$ cat src/rtl/period_meter.sv
// period_meter: measures the spacing, in clk cycles, between successive
// ce_in pulses. Reports each new period with a one-cycle valid strobe,
// flags lock after LOCK_N identical periods, and raises a sticky timeout
// when no pulse arrives within TIMEOUT cycles.
module period_meter #(
  parameter int W       = 16,
  parameter int TIMEOUT = 1000,
  parameter int LOCK_N  = 3
) (
  input  logic         clk,
  input  logic         rst,
  input  logic         ce_in,
  output logic [W-1:0] period,
  output logic         valid,
  output logic         locked,
  output logic         timeout
);

  typedef enum logic {
    S_IDLE    = 1'b0,
    S_MEASURE = 1'b1
  } state_t;

  localparam logic [W-1:0] C_TIMEOUT = W'(TIMEOUT);
  localparam logic [W-1:0] C_ONE     = W'(1);
  localparam logic [3:0]   C_LOCK_N  = 4'(LOCK_N);

  state_t       r_state, w_state_next;
  logic [W-1:0] r_cnt, w_cnt_next;
  logic [W-1:0] r_period, w_period_next;
  logic [3:0]   r_match, w_match_next;
  logic         r_valid, w_valid_next;
  logic         r_locked, w_locked_next;
  logic         r_timeout, w_timeout_next;

  // Match count for a measurement finishing this edge. A zero match means
  // no measurement has been taken since reset or the last timeout, so the
  // stored period is stale and must not be compared against.
  logic [3:0] w_match_new;
  always_comb begin
    w_match_new = 4'd1;
    if (r_match != 4'd0 && r_cnt == r_period) begin
      w_match_new = (r_match == C_LOCK_N) ? C_LOCK_N : r_match + 4'd1;
    end
  end

  // Next-state and datapath update; everything holds unless changed.
  always_comb begin
    w_state_next   = r_state;
    w_cnt_next     = r_cnt;
    w_period_next  = r_period;
    w_match_next   = r_match;
    w_valid_next   = 1'b0;
    w_locked_next  = r_locked;
    w_timeout_next = r_timeout;
    case (r_state)
      S_IDLE: begin
        // The first pulse only arms the counter; there is nothing to report.
        if (ce_in) begin
          w_state_next = S_MEASURE;
          w_cnt_next   = C_ONE;
        end
      end
      S_MEASURE: begin
        if (ce_in) begin
          // A pulse landing exactly at TIMEOUT is still a valid measurement.
          w_period_next  = r_cnt;
          w_valid_next   = 1'b1;
          w_cnt_next     = C_ONE;
          w_timeout_next = 1'b0;
          w_match_next   = w_match_new;
          w_locked_next  = (w_match_new == C_LOCK_N);
        end else if (r_cnt == C_TIMEOUT) begin
          // Signal lost: drop lock, keep the last period for inspection.
          w_state_next   = S_IDLE;
          w_cnt_next     = '0;
          w_timeout_next = 1'b1;
          w_locked_next  = 1'b0;
          w_match_next   = 4'd0;
        end else begin
          // Cannot wrap: the timeout branch caps cnt at TIMEOUT <= 2^W-1.
          w_cnt_next = r_cnt + C_ONE;
        end
      end
      default: begin
        w_state_next = S_IDLE;
      end
    endcase
  end

  // State register; reset wins over any pulse arriving in the same cycle.
  always_ff @(posedge clk) begin
    if (rst) begin
      r_state   <= S_IDLE;
      r_cnt     <= '0;
      r_period  <= '0;
      r_match   <= 4'd0;
      r_valid   <= 1'b0;
      r_locked  <= 1'b0;
      r_timeout <= 1'b0;
    end else begin
      r_state   <= w_state_next;
      r_cnt     <= w_cnt_next;
      r_period  <= w_period_next;
      r_match   <= w_match_next;
      r_valid   <= w_valid_next;
      r_locked  <= w_locked_next;
      r_timeout <= w_timeout_next;
    end
  end

  assign period  = r_period;
  assign valid   = r_valid;
  assign locked  = r_locked;
  assign timeout = r_timeout;

endmodule

$ cat config.mk
export PLATFORM = sky130hd
export DESIGN_NAME = period_meter
export DESIGN_NICKNAME = d
export VERILOG_FILES = /design/src/rtl/period_meter.sv
export SDC_FILE = /design/constraint.sdc
export NUM_CORES = 1
export LEC_CHECK = 0
export CAP_MARGIN = 20
export CORE_UTILIZATION = 40
export CTS_BUF_LIST = sky130_fd_sc_hd__clkbuf_2 sky130_fd_sc_hd__clkbuf_4 sky130_fd_sc_hd__clkbuf_8
export CTS_CLUSTER_DIAMETER = 30
export DETAILED_ROUTE_END_ITERATION = 8
export MAX_ROUTING_LAYER = met4
export PLACE_DENSITY = 0.56
export SLEW_MARGIN = 20
export SYNTH_ARGS = -nofsm -noshare
export SYNTH_HDL_FRONTEND = slang
export SYNTH_SLANG_ARGS = --single-unit
$ cat constraint.sdc
create_clock -name clk -period 2.6 [get_ports clk]
set_input_delay 0.78 -clock clk [delete_from_list [all_inputs] [get_ports clk]]
set_output_delay 0.78 -clock clk [all_outputs]
set_load 0.02 [all_outputs]
# Word level (Yosys, flattened, before mapping)
# Cells that the tools add are included.
# totals
elab_cells	37
output_inout_bits	19
in_bits	3
register_bits	40
# classes
reduce_logical	6
mux	16
n_eq_ne	5
addsub	2
bitwise	1
# op_table
operator	n
$mux W16	3
$pmux W16 S2	1
$add A16 B1 Y16 const B	1
$eq A16 B10 Y1 const B	1
$eq A16 B16 Y1	1
$mux W4	4
$eq A4 B2 Y1 const B	2
$mux W1	7
$add A4 B1 Y4 const B	1
$reduce_and A2 Y1	2
$reduce_bool A4 Y1	1
$ne A2 B2 Y1 const B	1
$pmux W1 S2	1
$reduce_bool A2 Y1	1
$reduce_or A2 Y1	1
$logic_and A1 B1 Y1	1
$not A1 Y1	1

# Logic depth before layout (Yosys ltp)
# depth
word_depth	5
ltp_mapped	9
mapped_depth_nobuf	7

# Least setup slack after synthesis
# Ideal clock, no wire load.
# synth_timing
kind	input port to flip-flop
start	in ce_in
end	reg r_cnt[13]
setup_ns	0.074
stages	5
required_time_ns	2.526
path_buffers	1
t_arrival_ns	1.874
slack_ns	0.652
path_cell_list	or2_2 > nor3b_2 > buf_2 > nand2_1 > a31oi_1
# synth_via
elab_chain_len	2
elab_cells_between_ends	3
classes_between	eq/ne: 1; mux: 2
# synth_rtl
element	line	rtl
start, declared	12	input logic ce_in,
$mux W16	65	if (ce_in) begin
$pmux W16 S2	56	case (r_state)
end signal, assigned	103	r_cnt <= w_cnt_next;
end, declared	29	logic [W-1:0] r_cnt, w_cnt_next;
# Parallel ways exist; a longest one is shown, timed or not.
# A chain may end at the register's enable or synchronous reset.

# Worst setup path after layout
# layout_timing
start	reg r_period[9] (netlist: period[9])
end	out period[9]
# layout_lines
element	line	rtl
start, declared	30	logic [W-1:0] r_period, w_period_next;
start signal, assigned	104	r_period <= w_period_next;
end, declared	13	output logic [W-1:0] period,
# No word-level cell between the ends.

==> results_dict.tcl <==
set metrics [dict create \
    count_of_flip_flops_with_a_built_in_enable_after_synthesis 0 \
    gp_congestion 0.7871 \
    postCtsResizedCells 0 \
    insertion_delay_of_the_later_clocked_pin_in_the_worst_skew_pair_ns 0.29 \
    post_synth_inst_count 250 \
    number_of_hold_repair_buffers_added_at_the_cts_stage 0 \
    design.final.nets 280 \
    postCtsSetupBuffers 0 \
    synth_common_cells "nand2_1 (47), dfxtp_1 (40), a21oi_1 (28)" \
    boundaryPins 22 \
    post_synth_instance_area_um2 1997 \
    synth.ff_latch_count 40 \
    drtPass1Iterations 4 \
    postRouteWirelength_mm 4.460 \
    cell_class_contributing_the_biggest_share_of_worst_path_delay "buffers and inverters" \
    setup_crit_end_kind "output port" \
    fin_setup_tns_ns 0 \
    power.ir.vdd_worst_v 0.0002339 \
    core_area_um2 4755 \
    cts-root-buf "clkbuf_8" \
    routed_wl_per_cell_um 13.08 \
    synth_fp_nets 257 \
    async_set_reset_flop_share_out_of_synthesis_pct 0 \
    finClkSkew_ns 0.007528 \
    globalRouteTotalUtil_pct 18.83 \
    critPathMaxStageDelay_ns 0.63 \
    worst-slew-pin-transition_ns 0.4995 \
    num_vias 1700 \
    final_antenna_violating_net_count 0 \
    path_clk_slew_ns 0.08 \
    max_cap_violations 0 \
    worst_slew_margin_rel_pct 66.39 \
    syn-mean-instance-area_um2 7.988 \
    timing.final.setup_violations 0 \
    top_signal_layer_used "met4" \
    route.layer.met1.wl_mm 2.336 \
    critical_path_maximum_fanout 3 \
    worst_hold_path_type "reg -> reg" \
    drtIter0Drc 179 \
    report.final.slew_viol_count 0 \
    initial_antenna_violation_count 0 \
    synth_flop_cell "dfxtp_1" \
    yosys_warnings 0 \
    leading_post_synthesis_cells_by_cell_area "dfxtp_1 (40%), nand2_1 (8.8%), a21oi_1 (7.0%)" \
    synth.largest_area_cell "dfxtp_1" \
    grt_max_degree 26 \
    layout-drive-gt1-share_pct 8.394 \
    cts_tree "built" \
    power.density_cell_area_nw_per_um2 498.3 \
    tritoncts_num_sinks 40 \
    power.total_mw 1.208 \
    wire_length_of_the_first_global_routing_pass_mm 7.348 \
    post-route-util_pct 50.97 \
    crit_path_start_kind "flip-flop" \
    r2r-start "r_cnt[0]$_SDFFE_PP0P_" \
    p_leak_nw 0.8939 \
    min-delay-start "locked$_SDFFE_PP0P_" \
    critical_path_arrival_ns 1.30 \
    floorplan.initialDensity_pct 42.00 \
    die_y_um 72.66 \
    min_period_over_period_pct 79.93 \
    globalRoute.totalOverflow 0 \
    worst_ep_required_time_ns 1.82 \
    area.growth.synth_to_final_pct 21.37 \
    max-clock-path-buffers 2 \
    synth.most_common_cell "nand2_1" \
    finalWorstPathRequiredPeriod_ns 2.078 \
    ys_seq_area_share_pct 40.10 \
    cp_slowest_cell "clkdlybuf4s50_1" \
    critPathBufInv 1 \
    antenna-diode-count 0 \
    die_width_um 72.66 \
    place_hpwl_mm 3.192 \
    cts-buffers-inserted 5 \
    row_count 25 \
    critical_path_class "reg -> out" \
    hold_viol 0 \
    htree_num_levels 2 \
    run_status "complete, no violations" \
    number_of_global_route_vias_before_repair 1504 \
    detail_route.drc_violations 0 \
    ys_types 40 \
    synth_top_cell_area_share_pct 40.10 \
    grt_setup_unrepaired "no" \
    port_buffers 21 \
    dr_wl_met2_mm 1.910 \
    worstPathCellList "clkdlybuf4s50_1" \
    wl_met3_um 147 \
    highest_clock_rate_mhz 481.2 \
    r2r_slack_ns 0.58 \
    vias_per_cell 4.985 \
    die_area_um2 5279 \
    critical_path.startpoint "period[9]$_SDFFE_PP0P_" \
]
==> state kept, by name, indices dropped and copies added (netlist names) <==
| name | flops |
|---|---|
| period | 16 |
| r_cnt | 16 |
| r_match | 4 |
| locked | 1 |
| r_state | 1 |
| timeout | 1 |
| valid | 1 |
==> through the flow <==
stage | instance area [um^2] | hold slack [ns] | std cells | setup WS (ns)
after CTS | 2424 | 0.4798 | 341 | 0.5113
after detailed placement | 2312 | 0.4456 | 333 | 0.2742
after floorplan | 1997 | 0.4691 | 250 | 0.6521
after global routing | 2424 | 0.5134 | 341 | 0.4278
after global placement | 2312 | 0.4586 | 333 | 0.2998
final | 2424 | 0.4763 | 341 | 0.5217
==> per-layer routing <==
metal,track usage (%),up-vias
met4,7.190,0
met5,-,-
li1,-,896
met2,26.79,28
met1,26.11,769
met3,3.867,7
==> area by class of cell <==
| type | instances | area (um^2) |
|---|---|---|
| repair buffers | 32 | 305.3 |
| multi-input cells | 182 | 1077 |
| clock buffers | 6 | 76.32 |
| well taps | 67 | 83.83 |
| flip-flops and latches | 40 | 800.8 |
| clock inverters | 2 | 35.03 |
| inverters | 12 | 45.04 |
| fillers | 482 | 2331 |
==> path summary, 6_finish.rpt <==
kind | end | cells after the start
worst max-delay path | period[9] | 1
worst min register to register | locked$_SDFFE_PP0P_ | 2
worst min-delay path | locked$_SDFFE_PP0P_ | 2
worst max register to register | r_cnt[14]$_SDFFE_PP0P_ | 6
==> placed cells by master (no fill, tap or decap), types with 2 or more instances in the layout <==
master           count
nand4_1              5
and2_1               3
clkdlybuf4s50_1     21
and3_1               2
a22o_1               4
dfxtp_1             40
nor2b_1              2
clkbuf_8             5
mux2i_1              4
xor2_1              12
ha_1                 4
o21ai_0              8
buf_4               10
nand2_1             47
nor3_1               5
a31oi_1              5
nand3b_1             2
inv_1               12
nor4_1               2
nand3_1             12
a21oi_1             28
nand2b_1             3
nor2_1              11
xnor2_1              8
==> logic make-up (layout without fill, tap and decap cells) <==
family                     Yosys count  in the layout  synth area share, %
adders and majority gates            4              4                2.506
xor gates and xnor gates            20             20                8.772
muxes                                4              4                2.005
DFF                                 40             40                40.10
and+or+nand+nor                    102            102                25.44
AOI/OAI and AO/OA                   52             52                15.23
buffers and inverters               28             52                5.952
==> where the power goes <==
| part | switching (mW) | internal [mW] | total [mW] |
|---|---|---|---|
| Clock | 0.216 | 0.295 | 0.511 |
| Sequential | 0.00817 | 0.618 | 0.626 |
| Combinational | 0.0426 | 0.0281 | 0.0708 |
No activity file was read; power rests on OpenSTA's default activity.
